$ cat config.mk
export PLATFORM = sky130hd
export DESIGN_NAME = spmv_config_master
export DESIGN_NICKNAME = d
export VERILOG_FILES = /design/src/rtl/spmv_cfg_pkg.sv /design/src/rtl/spmv_config_master.sv
export SDC_FILE = /design/constraint.sdc
export NUM_CORES = 1
export LEC_CHECK = 0
export ABC_CLOCK_PERIOD_IN_PS = 5400
export CORE_MARGIN = 2
export CORE_UTILIZATION = 47
export DETAILED_ROUTE_END_ITERATION = 16
export PLACE_DENSITY = 0.82
export SLEW_MARGIN = 20
export SYNTH_ARGS = -nofsm -noshare
export SYNTH_HDL_FRONTEND = slang
export SYNTH_SLANG_ARGS = --single-unit
$ cat constraint.sdc
create_clock -name aclk -period 5.4 [get_ports aclk]
set_input_delay 1.08 -clock aclk [delete_from_list [all_inputs] [get_ports aclk]]
set_output_delay 1.08 -clock aclk [all_outputs]
set_load 0.05 [all_outputs]
$ cat src/rtl/spmv_cfg_pkg.sv
// SpMV config-slot programming: shared state, status and register map.
// Imported by the config master and the config register block.
package spmv_cfg_pkg;

  typedef enum logic [2:0] {
    ST_IDLE    = 3'd0,
    ST_WR_REQ  = 3'd1,
    ST_WR_RESP = 3'd2,
    ST_RD_REQ  = 3'd3,
    ST_RD_RESP = 3'd4,
    ST_DONE    = 3'd5,
    ST_HALT    = 3'd6
  } state_e;

  localparam logic [2:0] STS_OK       = 3'd0;
  localparam logic [2:0] STS_WR_ERR   = 3'd1;
  localparam logic [2:0] STS_RD_ERR   = 3'd2;
  localparam logic [2:0] STS_MISMATCH = 3'd3;
  localparam logic [2:0] STS_TIMEOUT  = 3'd4;
  localparam logic [2:0] STS_BAD_IDX  = 3'd5;

  localparam int          CFG_NUM_KERNEL     = 4;
  localparam int          CFG_PER_ADDR_SPACE = 12;
  localparam logic [31:0] CFG_CTRL_OFFSET    = 32'h00;
  localparam logic [31:0] CFG_ROW_OFFSET     = 32'h04;
  localparam logic [31:0] CFG_NNZ_OFFSET     = 32'h08;

  // ctrl goes last so the kernel never sees a half-programmed slot
  function automatic logic [31:0] beat_offset(
    input logic [1:0]  beat,
    input logic [31:0] row_off,
    input logic [31:0] nnz_off,
    input logic [31:0] ctrl_off
  );
    case (beat)
      2'd0:    beat_offset = row_off;
      2'd1:    beat_offset = nnz_off;
      default: beat_offset = ctrl_off;
    endcase
  endfunction

endpackage

$ cat src/rtl/spmv_config_master.sv
// AXI4-Lite initiator that programs one SpMV kernel config slot
// (row_num, nnz_num, then ctrl) with optional ctrl readback.
module spmv_config_master
  import spmv_cfg_pkg::*;
#(
  parameter int          CONF_NUM_KERNEL = CFG_NUM_KERNEL,
  parameter logic [31:0] BASE_ADDR       = 32'h0,
  parameter int          PER_ADDR_SPACE  = CFG_PER_ADDR_SPACE,
  parameter logic [31:0] CTRL_OFFSET     = CFG_CTRL_OFFSET,
  parameter logic [31:0] ROW_OFFSET      = CFG_ROW_OFFSET,
  parameter logic [31:0] NNZ_OFFSET      = CFG_NNZ_OFFSET,
  parameter int          TIMEOUT_CYCLES  = 1024,
  parameter int          KIDX_W          = $clog2(CONF_NUM_KERNEL) + 1
) (
  input  logic              aclk,
  input  logic              areset,
  input  logic              cmd_valid,
  output logic              cmd_ready,
  input  logic [KIDX_W-1:0] cmd_kidx,
  input  logic [31:0]       cmd_ctrl,
  input  logic [31:0]       cmd_row,
  input  logic [31:0]       cmd_nnz,
  input  logic              cmd_verify,
  output logic              done,
  output logic [2:0]        status,
  output logic              halted,
  output logic              m_axil_awvalid,
  output logic [31:0]       m_axil_awaddr,
  input  logic              m_axil_awready,
  output logic              m_axil_wvalid,
  output logic [31:0]       m_axil_wdata,
  input  logic              m_axil_wready,
  input  logic              m_axil_bvalid,
  input  logic [1:0]        m_axil_bresp,
  output logic              m_axil_bready,
  output logic              m_axil_arvalid,
  output logic [31:0]       m_axil_araddr,
  input  logic              m_axil_arready,
  input  logic              m_axil_rvalid,
  input  logic [31:0]       m_axil_rdata,
  input  logic [1:0]        m_axil_rresp,
  output logic              m_axil_rready
);

  localparam int TW = $clog2(TIMEOUT_CYCLES + 1);
  localparam logic [TW-1:0] T_LAST = TW'(TIMEOUT_CYCLES - 1);

  state_e      state;
  logic [31:0] ctrl_q;
  logic [31:0] row_q;
  logic [31:0] nnz_q;
  logic [31:0] slot_q;
  logic        verify_q;
  logic [1:0]  beat;
  logic        aw_done;
  logic        w_done;
  logic        to_halt;
  logic [TW-1:0] tcnt;

  logic [31:0] slot_cmd;
  logic        bad_idx;
  logic        accept;
  logic        aw_hs;
  logic        w_hs;
  logic        b_hs;
  logic        ar_hs;
  logic        r_hs;
  logic        wr_both;
  logic        in_phase;
  logic        advance;
  logic        expired;

  assign slot_cmd = BASE_ADDR
                  + 32'(cmd_kidx) * 32'(PER_ADDR_SPACE);
  assign bad_idx  = 32'(cmd_kidx) >= 32'(CONF_NUM_KERNEL);

  // gated by areset so cmd_ready falls with the reset, not the next edge
  assign cmd_ready = ~areset & (state == ST_IDLE);
  assign accept    = cmd_valid & cmd_ready;

  assign aw_hs   = m_axil_awvalid & m_axil_awready;
  assign w_hs    = m_axil_wvalid & m_axil_wready;
  assign b_hs    = m_axil_bvalid & m_axil_bready;
  assign ar_hs   = m_axil_arvalid & m_axil_arready;
  assign r_hs    = m_axil_rvalid & m_axil_rready;
  assign wr_both = (aw_done | aw_hs) & (w_done | w_hs);

  always_comb begin
    in_phase = 1'b1;
    advance  = 1'b0;
    case (state)
      ST_WR_REQ:  advance = wr_both;
      ST_WR_RESP: advance = b_hs;
      ST_RD_REQ:  advance = ar_hs;
      ST_RD_RESP: advance = r_hs;
      default:    in_phase = 1'b0;
    endcase
  end

  assign expired = in_phase & ~advance & (tcnt == T_LAST);

  // any state change clears the counter, so each phase gets a full budget
  always_ff @(posedge aclk or posedge areset) begin
    if (areset) begin
      tcnt <= '0;
    end else if (in_phase & ~advance & ~expired) begin
      tcnt <= tcnt + TW'(1);
    end else begin
      tcnt <= '0;
    end
  end

  always_ff @(posedge aclk or posedge areset) begin
    if (areset) begin
      state          <= ST_IDLE;
      ctrl_q         <= '0;
      row_q          <= '0;
      nnz_q          <= '0;
      slot_q         <= '0;
      verify_q       <= 1'b0;
      beat           <= '0;
      aw_done        <= 1'b0;
      w_done         <= 1'b0;
      to_halt        <= 1'b0;
      done           <= 1'b0;
      status         <= '0;
      halted         <= 1'b0;
      m_axil_awvalid <= 1'b0;
      m_axil_awaddr  <= '0;
      m_axil_wvalid  <= 1'b0;
      m_axil_wdata   <= '0;
      m_axil_bready  <= 1'b0;
      m_axil_arvalid <= 1'b0;
      m_axil_araddr  <= '0;
      m_axil_rready  <= 1'b0;
    end else begin
      done <= 1'b0;
      if (expired) begin
        m_axil_awvalid <= 1'b0;
        m_axil_wvalid  <= 1'b0;
        m_axil_bready  <= 1'b0;
        m_axil_arvalid <= 1'b0;
        m_axil_rready  <= 1'b0;
        status         <= STS_TIMEOUT;
        done           <= 1'b1;
        to_halt        <= 1'b1;
        state          <= ST_DONE;
      end else begin
        case (state)
          ST_IDLE: begin
            if (accept) begin
              ctrl_q   <= cmd_ctrl;
              row_q    <= cmd_row;
              nnz_q    <= cmd_nnz;
              verify_q <= cmd_verify;
              slot_q   <= slot_cmd;
              if (bad_idx) begin
                status <= STS_BAD_IDX;
                done   <= 1'b1;
                state  <= ST_DONE;
              end else begin
                beat           <= 2'd0;
                m_axil_awvalid <= 1'b1;
                m_axil_wvalid  <= 1'b1;
                m_axil_awaddr  <= slot_cmd + ROW_OFFSET;
                m_axil_wdata   <= cmd_row;
                aw_done        <= 1'b0;
                w_done         <= 1'b0;
                state          <= ST_WR_REQ;
              end
            end
          end
          ST_WR_REQ: begin
            if (aw_hs) begin
              m_axil_awvalid <= 1'b0;
              aw_done        <= 1'b1;
            end
            if (w_hs) begin
              m_axil_wvalid <= 1'b0;
              w_done        <= 1'b1;
            end
            if (wr_both) begin
              m_axil_bready <= 1'b1;
              state         <= ST_WR_RESP;
            end
          end
          ST_WR_RESP: begin
            if (b_hs) begin
              m_axil_bready <= 1'b0;
              if (m_axil_bresp != 2'b00) begin
                status <= STS_WR_ERR;
                done   <= 1'b1;
                state  <= ST_DONE;
              end else if (beat != 2'd2) begin
                beat           <= beat + 2'd1;
                m_axil_awvalid <= 1'b1;
                m_axil_wvalid  <= 1'b1;
                m_axil_awaddr  <= slot_q + beat_offset(
                  beat + 2'd1, ROW_OFFSET, NNZ_OFFSET, CTRL_OFFSET);
                m_axil_wdata   <= (beat == 2'd0) ? nnz_q : ctrl_q;
                aw_done        <= 1'b0;
                w_done         <= 1'b0;
                state          <= ST_WR_REQ;
              end else if (verify_q) begin
                m_axil_arvalid <= 1'b1;
                m_axil_araddr  <= slot_q + CTRL_OFFSET;
                state          <= ST_RD_REQ;
              end else begin
                status <= STS_OK;
                done   <= 1'b1;
                state  <= ST_DONE;
              end
            end
          end
          ST_RD_REQ: begin
            if (ar_hs) begin
              m_axil_arvalid <= 1'b0;
              m_axil_rready  <= 1'b1;
              state          <= ST_RD_RESP;
            end
          end
          ST_RD_RESP: begin
            if (r_hs) begin
              m_axil_rready <= 1'b0;
              done          <= 1'b1;
              state         <= ST_DONE;
              if (m_axil_rresp != 2'b00) begin
                status <= STS_RD_ERR;
              end else if (m_axil_rdata != ctrl_q) begin
                status <= STS_MISMATCH;
              end else begin
                status <= STS_OK;
              end
            end
          end
          ST_DONE: begin
            halted <= to_halt;
            state  <= to_halt ? ST_HALT : ST_IDLE;
          end
          ST_HALT: begin
            halted <= 1'b1;
          end
          default: begin
            state <= ST_IDLE;
          end
        endcase
      end
    end
  end

endmodule

# [Word-level counts from Yosys, hierarchy flattened]
# Cells that the tools add are included.
[totals] word_cells=201 regBits=168 output_inout_bits=107
[op_classes] n_mux=96 n_mul=1 n_reduce_logical=27 n_addsub=4 magnitude_cmp=1 eq_ne=33 bitwise=18
[ops] op="32-bit 2-to-1 mux" n=16
[ops] op="32-bit one-hot mux with 2 select lines" n=2
[ops] op="3-bit 2-to-1 mux" n=19
[ops] op="3-bit != test (second input constant)" n=13
[ops] op="1-bit 2-to-1 mux" n=37
[ops] op="7-bit by 32-bit adder with 32-bit output" n=1
[ops] op="32-bit != test" n=1
[ops] op="7-bit AND reduction" n=4
[ops] op="3-bit one-hot mux with 7 select lines" n=1
[ops] op="2-bit != test (second input constant)" n=9
[ops] op="6-bit AND reduction" n=3
[ops] op="8-bit AND reduction" n=2
[ops] op="1-bit one-hot mux with 3 select lines" n=5
[ops] op="2-bit 2-to-1 mux" n=7
[ops] op="3-bit nonzero test" n=4
[ops] op="11-bit by 1-bit adder with 11-bit output (second input constant)" n=1
[ops] op="1-bit bitwise AND" n=11
[ops] op="11-bit by 10-bit == test with 1-bit output (second input constant)" n=1
[ops] op="11-bit 2-to-1 mux" n=1
[ops] op="3-bit == test (second input constant)" n=3
[ops] op="3-bit one-hot mux with 3 select lines" n=1
[ops] op="3-bit AND reduction" n=3
[ops] op="7-bit by 3-bit adder with 8-bit output (second input constant)" n=1
[ops] op="4-bit != test (second input constant)" n=2
[ops] op="18 further kinds" n=32

# [Longest topological paths before layout]
# Gate-level depths: netlist of the first run.
[logic_depth] word_depth=13 mapped_depth=9 mapped_depth_nobuf=9

# [Worst setup path after synthesis of the first run]
# No wires, ideal clock.
[synth_timing] path_type="input-to-output" from="in areset" to="out cmd_ready" arrival_time_ns=1.650 setup_slack_ns=2.670 path_stages=1 path_cell_list="nor4_4"
[synth_via] elab_chain_len=2
[synth_lines] element="start: declaration" line="spmv_config_master.sv:16" rtl="input logic areset,"
[synth_lines] element="1-bit NOT" line="spmv_config_master.sv:78" rtl="assign cmd_ready = ~areset & (state == ST_IDLE);"
[synth_lines] element="1-bit bitwise AND" line="spmv_config_master.sv:78"
[synth_lines] element="end: declaration" line="spmv_config_master.sv:18" rtl="output logic cmd_ready,"
# Every way passes these cells.

# [Worst setup path after layout of the first run]
# Same ends and word-level chain as after synthesis.

==> results.txt, run 1 <==
----------------------------------------------------
[Run status]
  Run status ... completed

[Logic synthesis]
  Fraction of the mapped netlist area in compound gates ... 0.09244
  Synth warn ... 0
  Synth Flop Type ... dfrtp_1
  Syn_area_per_cell ... 10.42 µm²
  Combinational family with the most area after synthesis ... multiplexers
  Most repeated cell in the gate-level netlist after synthesis ... dfrtp_1
  Multiplexer share of the synthesized area ... 0.1571
  Post-synthesis adder-cell area fraction ... 0.02527
  Top cell type by total area after synthesis ... dfrtp_1
  Area share of xor/xnor cells in the synthesized design ... 0.05586
  Dominant cells by area after synthesis ... dfrtp_1 47%, mux2_2 11%, buf_4 5.4%
  Number of library cell types mapped by synthesis ... 52
  Number of enable-type register cells in the synthesized netlist ... 0
  Share of the yosys chip area belonging to registers ... 0.4722
  Flip-flop and latch count after synthesis ... 142
  Mapped Area ... 7526 µm²
  Post-synthesis simple-gate area fraction ... 0.1119
  Leading cell types by count after synthesis ... 142 x dfrtp_1, 72 x mux2_2, 63 x nor2_1
  Async S/R FF share, synth ... 1.000
  Proportion of netlist area held by the largest area contributor ... 0.4722
  Synthesized instance count ... 722

[Route]
  Vias post-DR ... 5778
  Post-DRT Antenna Nets ... 0
  Post-DR vias/cell ... 5.086
  Number of DRC markers in iteration 0 ... 188
  Routed length per placed instance ... 16.93 µm
  DR WL met2 ... 9466 µm
  Uppermost layer routed ... met4
  Total wire length after detailed routing ... 19230 µm
  DRC errors left ... 0
  M1 WL ... 7950 µm
  Number of iterations in the first detailed-routing pass ... 4
  Routed wl met3 ... 1350 µm

[Place]
  RD Place Congestion ... 0.8727
  Detailed placer's ending HPWL ... 13660 µm
  Worst Setup Slack post-DPL ... 1.499 ns
  Buffers added on ports ... 197

[Pwr]
  Combinational share of power ... 0.443
  Net switching power ... 2.324 mW
  Switching share of power ... 0.4137
  Final Power ... 5.619 mW
  Areal power density over the cells ... 559.4 nW/µm²
  Max VDD drop ... 0.0004154 V
  Sequential Power Share ... 0.343
  Clock network fraction of total power ... 0.213
  Leakage power ... 4.502 nW
  Internal power consumption ... 3.294 mW

[Critical path]
  Slowest cell on crit path ... clkdlybuf4s50_1
  CP cell instances ... clkdlybuf4s50_1, nor4_4, clkdlybuf4s50_1
  Signal arrival time at the worst endpoint ... 2.81 ns
  Reg-to-reg slack, setup ... 2.82 ns
  Crit-path max FO ... 5
  Worst-case reg-to-reg path depth ... 7
  Crit path largest cell delay ... 0.87 ns
  Launch instance of the worst register-to-register path ... beat[0]$_DFFE_PP0P_
  CP most frequent cell ... clkdlybuf4s50_1
  Count of buffering cells on the critical path with inverters included ... 2
  Startpoint type of the worst setup path ... primary input
  Data required time of the critical path ... 4.32 ns
  Endpoint of the worst-slack reg-to-reg timing path ... m_axil_wdata[0]$_DFFE_PP0P_
  Sort of element at the end of the critical path ... primary output
  CP Class ... primary input to primary output
  Top delay family on crit path ... buffers and inverters

[Clock network]
  TritonCTS clock tree ... built
  Total number of clock tree sinks ... 142
  Deepest clock path buffer count ... 2
  Total of hold buffers inserted after clock tree synthesis ... 0
  Inserted Clock Buffers ... 17
  Number of setup buffers added after CTS ... 0
  Resized Gates After CTS ... 0
  Clock latency of the later-clocked register in the worst-skew pair ... 0.42 ns
  Number of H-tree levels ... 4
  CTS clock-pin slew for the worst setup and hold paths ... 0.06 ns
  CTS root buf ... clkbuf_16

[Finish]
  Share of the core filled with cells in the final layout ... 0.6369
  Final layout net count ... 1065
  Combined area of the multi-input logic cells ... 3542 µm²
  ANT cells ... 0
  Fillers ... 1244
  Area Overhead vs Synth ... 33.47%
  Register Area ... 3553 µm²
  Fraction of final layout cells with drive strength greater than 1 ... 0.1272

[Global routing]
  GRT Resource Usage Total ... 0.2263
  Overflow after GRT ... 0
  Antenna violations before repair ... 0
  Global-route wire length before repair ... 29260 µm
  Largest net degree at the start of global routing ... 99
  Vias in the first global route ... 5668

[Timing]
  Setup total negative slack ... 0 ns
  Worst Clk Skew ... 0.008818 ns
  Hold Worst Slack ... 0.4622 ns
  RSZ-0062 raised after global routing ... no
  Final Cycle Share ... 0.7201
  Number of failing hold endpoints at the final stage ... 0
  Final setup violation count ... 0
  Final setup margin ... 1.511 ns
  Final max-slew violation count ... 0
  Tmin final ... 3.889 ns
  Max Fclk ... 0.2572 GHz
  Tightest Pin Transition ... 1.027 ns
  Max_slew headroom ... 0.3155

[Min path]
  Worst hold stages ... 1
  Min-Delay Endpoint ... tcnt[0]$_DFF_PP0_
  Min-Delay Path Class ... register to register
  Startpoint of the worst hold path ... tcnt[0]$_DFF_PP0_

[Run]
  Maximum capacitance violations ... 0

[Die]
  Height of the die ... 130.5 µm
  Horizontal die dimension ... 130.5 µm
  Top-Level Pins ... 251
  Initial core utilization ... 0.4772
  Core footprint ... 15770 µm²
  FP Rows ... 46
  Total die area ... 17040 µm²

----------------------------------------------------
placed cells by master (no fill, tap or decap), types with 5 or more instances in the layout:
master / count
a21o_1: 6
a21oi_1: 49
a31oi_1: 7
buf_4: 5
clkbuf_16: 17
clkdlybuf4s50_1: 197
conb_1: 53
dfrtp_1: 142
ha_1: 11
inv_1: 16
mux2_2: 72
mux2i_1: 36
nand2_1: 58
nand3_1: 10
nand4_1: 8
nor2_1: 63
nor4_1: 10
o21ai_0: 49
xnor2_1: 6
xor2_1: 42
flip-flops by register name, summed over array words and instances (netlist names), 5 cells and up:
signal / count
ctrl_q: 32
m_axil_awaddr: 6
m_axil_araddr: 5
nnz_q: 32
m_axil_wdata: 32
slot_q: 5
tcnt: 11
final cells by class:
| cell class | count | area share |
|---|---|---|
| clock buffer | 21 | 0.04584 |
| clock inverter | 11 | 0.01395 |
| inverter | 17 | 0.006851 |
| multi-input combinational | 527 | 0.3526 |
| sequential | 142 | 0.3538 |
| tap | 216 | 0.02691 |
| timing repair buffer | 202 | 0.2001 |
how the worst max path moves through the flow:
stage,from,end,slack (ns),cells after the start
after floorplan,areset,aw_done$_DFFE_PP0P_,0.51,1
after global placement,areset,cmd_ready,1.54,3
after detailed placement,areset,cmd_ready,1.50,3
after CTS,areset,cmd_ready,1.50,3
after global routing,areset,cmd_ready,1.45,3
final,areset,cmd_ready,1.51,3
per-layer routing:
layer / vias up / GRT usage
met2: 223 / 0.3631
met5: - / 0
met3: 31 / 0.06515
met1: 2776 / 0.2936
met4: 0 / 0.08323
li1: 2748 / -
cells by family after synthesis:
group           after synthesis
other cells                   1
fa+ha+maj                    14
mux                         109
buf+inv                     105
xor+xnor                     48
compound gates              124
flops                       142
simple gates                179
power by group through the flow:
stage	Sequential [mW]	Clock, mW	Combinational [mW]
5_1_grt	1.99	1.27	2.69
3_3_place_gp	1.92	0	2.43
3_5_place_dp	1.94	0	2.49
4_1_cts	1.93	1.22	2.51
2_1_floorplan	2.35	0	1.32
6_report	1.93	1.20	2.49
through the flow:
step                      area (µm²)  instances
final                          10040       1136
after global routing           10040       1136
after CTS                      10040       1136
after detailed placement        9444       1104
after global placement          9444       1104
after floorplan                 7721        774
(Power assumes the default switching activity.)
==> run 2, diff against run 1 <==
- ABC_CLOCK_PERIOD_IN_PS: 5400 -> 3200
- CORE_UTILIZATION: 47 -> 42
- PLACE_DENSITY: 0.82 -> 0.77
- clock period: 5.4 -> 3.2 ns (I/O delays scaled with it)
==> results.txt, run 2 (synthesized netlist as in run 1, its figures left out) <==
----------------------------------------------------
[Run status]
  Run status ... completed

[Route]
  Number of DRC markers in iteration 0 ... 279 (+48%)
  DRC errors left ... 0 (unchanged)
  Number of iterations in the first detailed-routing pass ... 5 (+1)
  Total wire length after detailed routing ... 19570 µm (+1.7%)
  Vias post-DR ... 5800 (+0.38%)
  Routed length per placed instance ... 16.97 µm (+0.24%)
  Post-DRT Antenna Nets ... 0 (unchanged)
  Post-DR vias/cell ... 5.030 (-1.1%)

[Finish]
  Commonest cells after routing, fill and taps aside ... 196 x clkdlybuf4s50_1, 142 x dfrtp_1, 72 x mux2_2
  Largest registers ... ctrl_q x32, m_axil_wdata x32, nnz_q x32
  Number of standard cells in the final layout excluding fillers ... 1153 (+1.5%)
  Most common library cell in the layout ignoring fill and taps ... clkdlybuf4s50_1
  Area Overhead vs Synth ... 35.61%
  ANT cells ... 0 (unchanged)
  Fraction of final layout cells with drive strength greater than 1 ... 0.1379 (+0.01076)
  Post-Layout Inst Area ... 10210 µm² (+1.6%)
  Share of the core filled with cells in the final layout ... 0.5860 (-0.05095)
  Final layout net count ... 1074 (+0.85%)

[Global routing]
  Global-route wire length before repair ... 29860 µm (+2.1%)
  Vias in the first global route ... 5731 (+1.1%)
  Antenna violations before repair ... 0 (unchanged)
  Largest net degree at the start of global routing ... 93 (-6.1%)
  GRT Resource Usage Total ... 0.2099 (-0.01638)
  Overflow after GRT ... 0 (unchanged)

[Timing]
  Final max-slew violation count ... 0 (unchanged)
  Setup total negative slack ... 0 ns (unchanged)
  Max Fclk ... 0.4173 GHz
  Tightest Pin Transition ... 0.7395 ns (-0.2872 ns)
  Final Cycle Share ... 0.7489
  Number of failing hold endpoints at the final stage ... 0 (unchanged)
  Tmin final ... 2.396 ns
  Worst Clk Skew ... 0.009500 ns (+0.0006815 ns)
  Final setup violation count ... 0 (unchanged)
  Hold Worst Slack ... 0.4574 ns (-0.004829 ns)
  Max_slew headroom ... 0.5070 (+0.1915)
  Final setup margin ... 0.8037 ns (-0.7076 ns)
  RSZ-0062 raised after global routing ... no

[Die]
  Total die area ... 19010 µm² (+12%)
  Core footprint ... 17420 µm² (+10%)
  Top-Level Pins ... 251 (unchanged)
  Horizontal die dimension ... 137.9 µm (+5.6%)
  Initial core utilization ... 0.4321 (-0.04512)
  FP Rows ... 48 (+4.3%)
  Height of the die ... 137.9 µm (+5.6%)

[Place]
  Standard cell area after detailed placement ... 9557 µm² (+1.2%)
  Worst Setup Slack post-DPL ... 0.3778 ns (-1.122 ns)
  RD Place Congestion ... 0.8710 (-0.19%)
  DP Cell Count ... 1122 (+1.6%)
  Buffers added on ports ... 197 (unchanged)
  Detailed placer's ending HPWL ... 14260 µm (+4.4%)

[Clock network]
  TritonCTS clock tree ... built
  Total of hold buffers inserted after clock tree synthesis ... 0 (unchanged)
  Deepest clock path buffer count ... 2 (unchanged)
  Number of H-tree levels ... 4 (unchanged)
  Clock latency of the later-clocked register in the worst-skew pair ... 0.43 ns (about the same)
  Total number of clock tree sinks ... 142 (unchanged)
  Resized Gates After CTS ... 0 (unchanged)
  CTS root buf ... clkbuf_16
  Number of setup buffers added after CTS ... 0 (unchanged)
  Inserted Clock Buffers ... 17 (unchanged)
  CTS clock-pin slew for the worst setup and hold paths ... 0.06 ns (about the same)

[Pwr]
  Areal power density over the cells ... 949.2 nW/µm² (+70%)
  Final Power ... 9.687 mW (+72%)
  Max VDD drop ... 0.0006501 V (+57%)
  Leakage power ... 4.586 nW (+1.9%)

[Critical path]
  Crit-path max FO ... 6 (+1)
  Signal arrival time at the worst endpoint ... 2.73 ns (-0.08 ns)
  Data required time of the critical path ... 3.54 ns (-0.78 ns)
  CP Class ... primary input to register
  Sort of element at the end of the critical path ... register
  Startpoint type of the worst setup path ... primary input

[Min path]
  Min-Delay Path Class ... register to register

[Run]
  Maximum capacitance violations ... 0 (unchanged)

----------------------------------------------------
## run 2: cell types whose count changed in the layout (fill, tap and decap cells not counted), sizes merged
cell           previous run  this run
inv                      17        19
buf                       5        15
clkinv                    4         3
clkbuf                   21        18
bufinv                    3         5
clkinvlp                  4         3
clkdlybuf4s50           197       196
## run 2: layout make-up
type / instances / area [µm²]
Clock buffer: 18 / 439.2
Clock inverter: 13 / 210.2
Fill cell: 1459 / 7211
Inverter: 17 / 67.56
Multi-Input combinational cell: 527 / 3542
Sequential cell: 142 / 3553
Tap cell: 225 / 281.5
Timing Repair Buffer: 211 / 2112
## run 2: worst max-delay path: stages
cell	delay, ns
clkdlybuf4s50_1	0.52
ha_1	0.28
fa_1	0.38
xnor2_1	0.33
nand3b_1	0.17
xor2_1	0.16
a21oi_1	0.08
o21ai_0	0.17
## run 2: path summary, 6_finish.rpt
path                                       from                      endpoint  slack (ns)  depth (start not counted)
setup / recovery                    cmd_kidx[0]  m_axil_awaddr[6]$_DFFE_PP0P_        0.80                          8
hold / removal                tcnt[0]$_DFF_PP0_             tcnt[0]$_DFF_PP0_        0.46                          1
min in group asynchronous                areset     m_axil_bready$_DFFE_PP0P_        0.86                          3
hold reg to reg               tcnt[0]$_DFF_PP0_             tcnt[0]$_DFF_PP0_        0.46                          1
max in group asynchronous                areset  m_axil_wdata[25]$_DFFE_PP0P_        1.78                          3
setup reg to reg           state[1]$_DFFE_PP0P_          state[0]$_DFFE_PP0P_        1.00                          5
## run 2: routing by layer
layer	vias up	wire length, µm	global-route usage
li1	2762	-	-
met1	2813	8266	0.2679
met2	193	9425	0.3355
met3	32	1427	0.06396
met4	0	446	0.08050
met5	-	0	0
## run 2: power by group
part | internal (mW) | total, mW | switching [mW]
sequential | 2.57 | 3.26 | 0.689
combinational | 1.77 | 4.23 | 2.46
clock | 1.40 | 2.20 | 0.799
total | 5.74 | 9.69 | 3.95
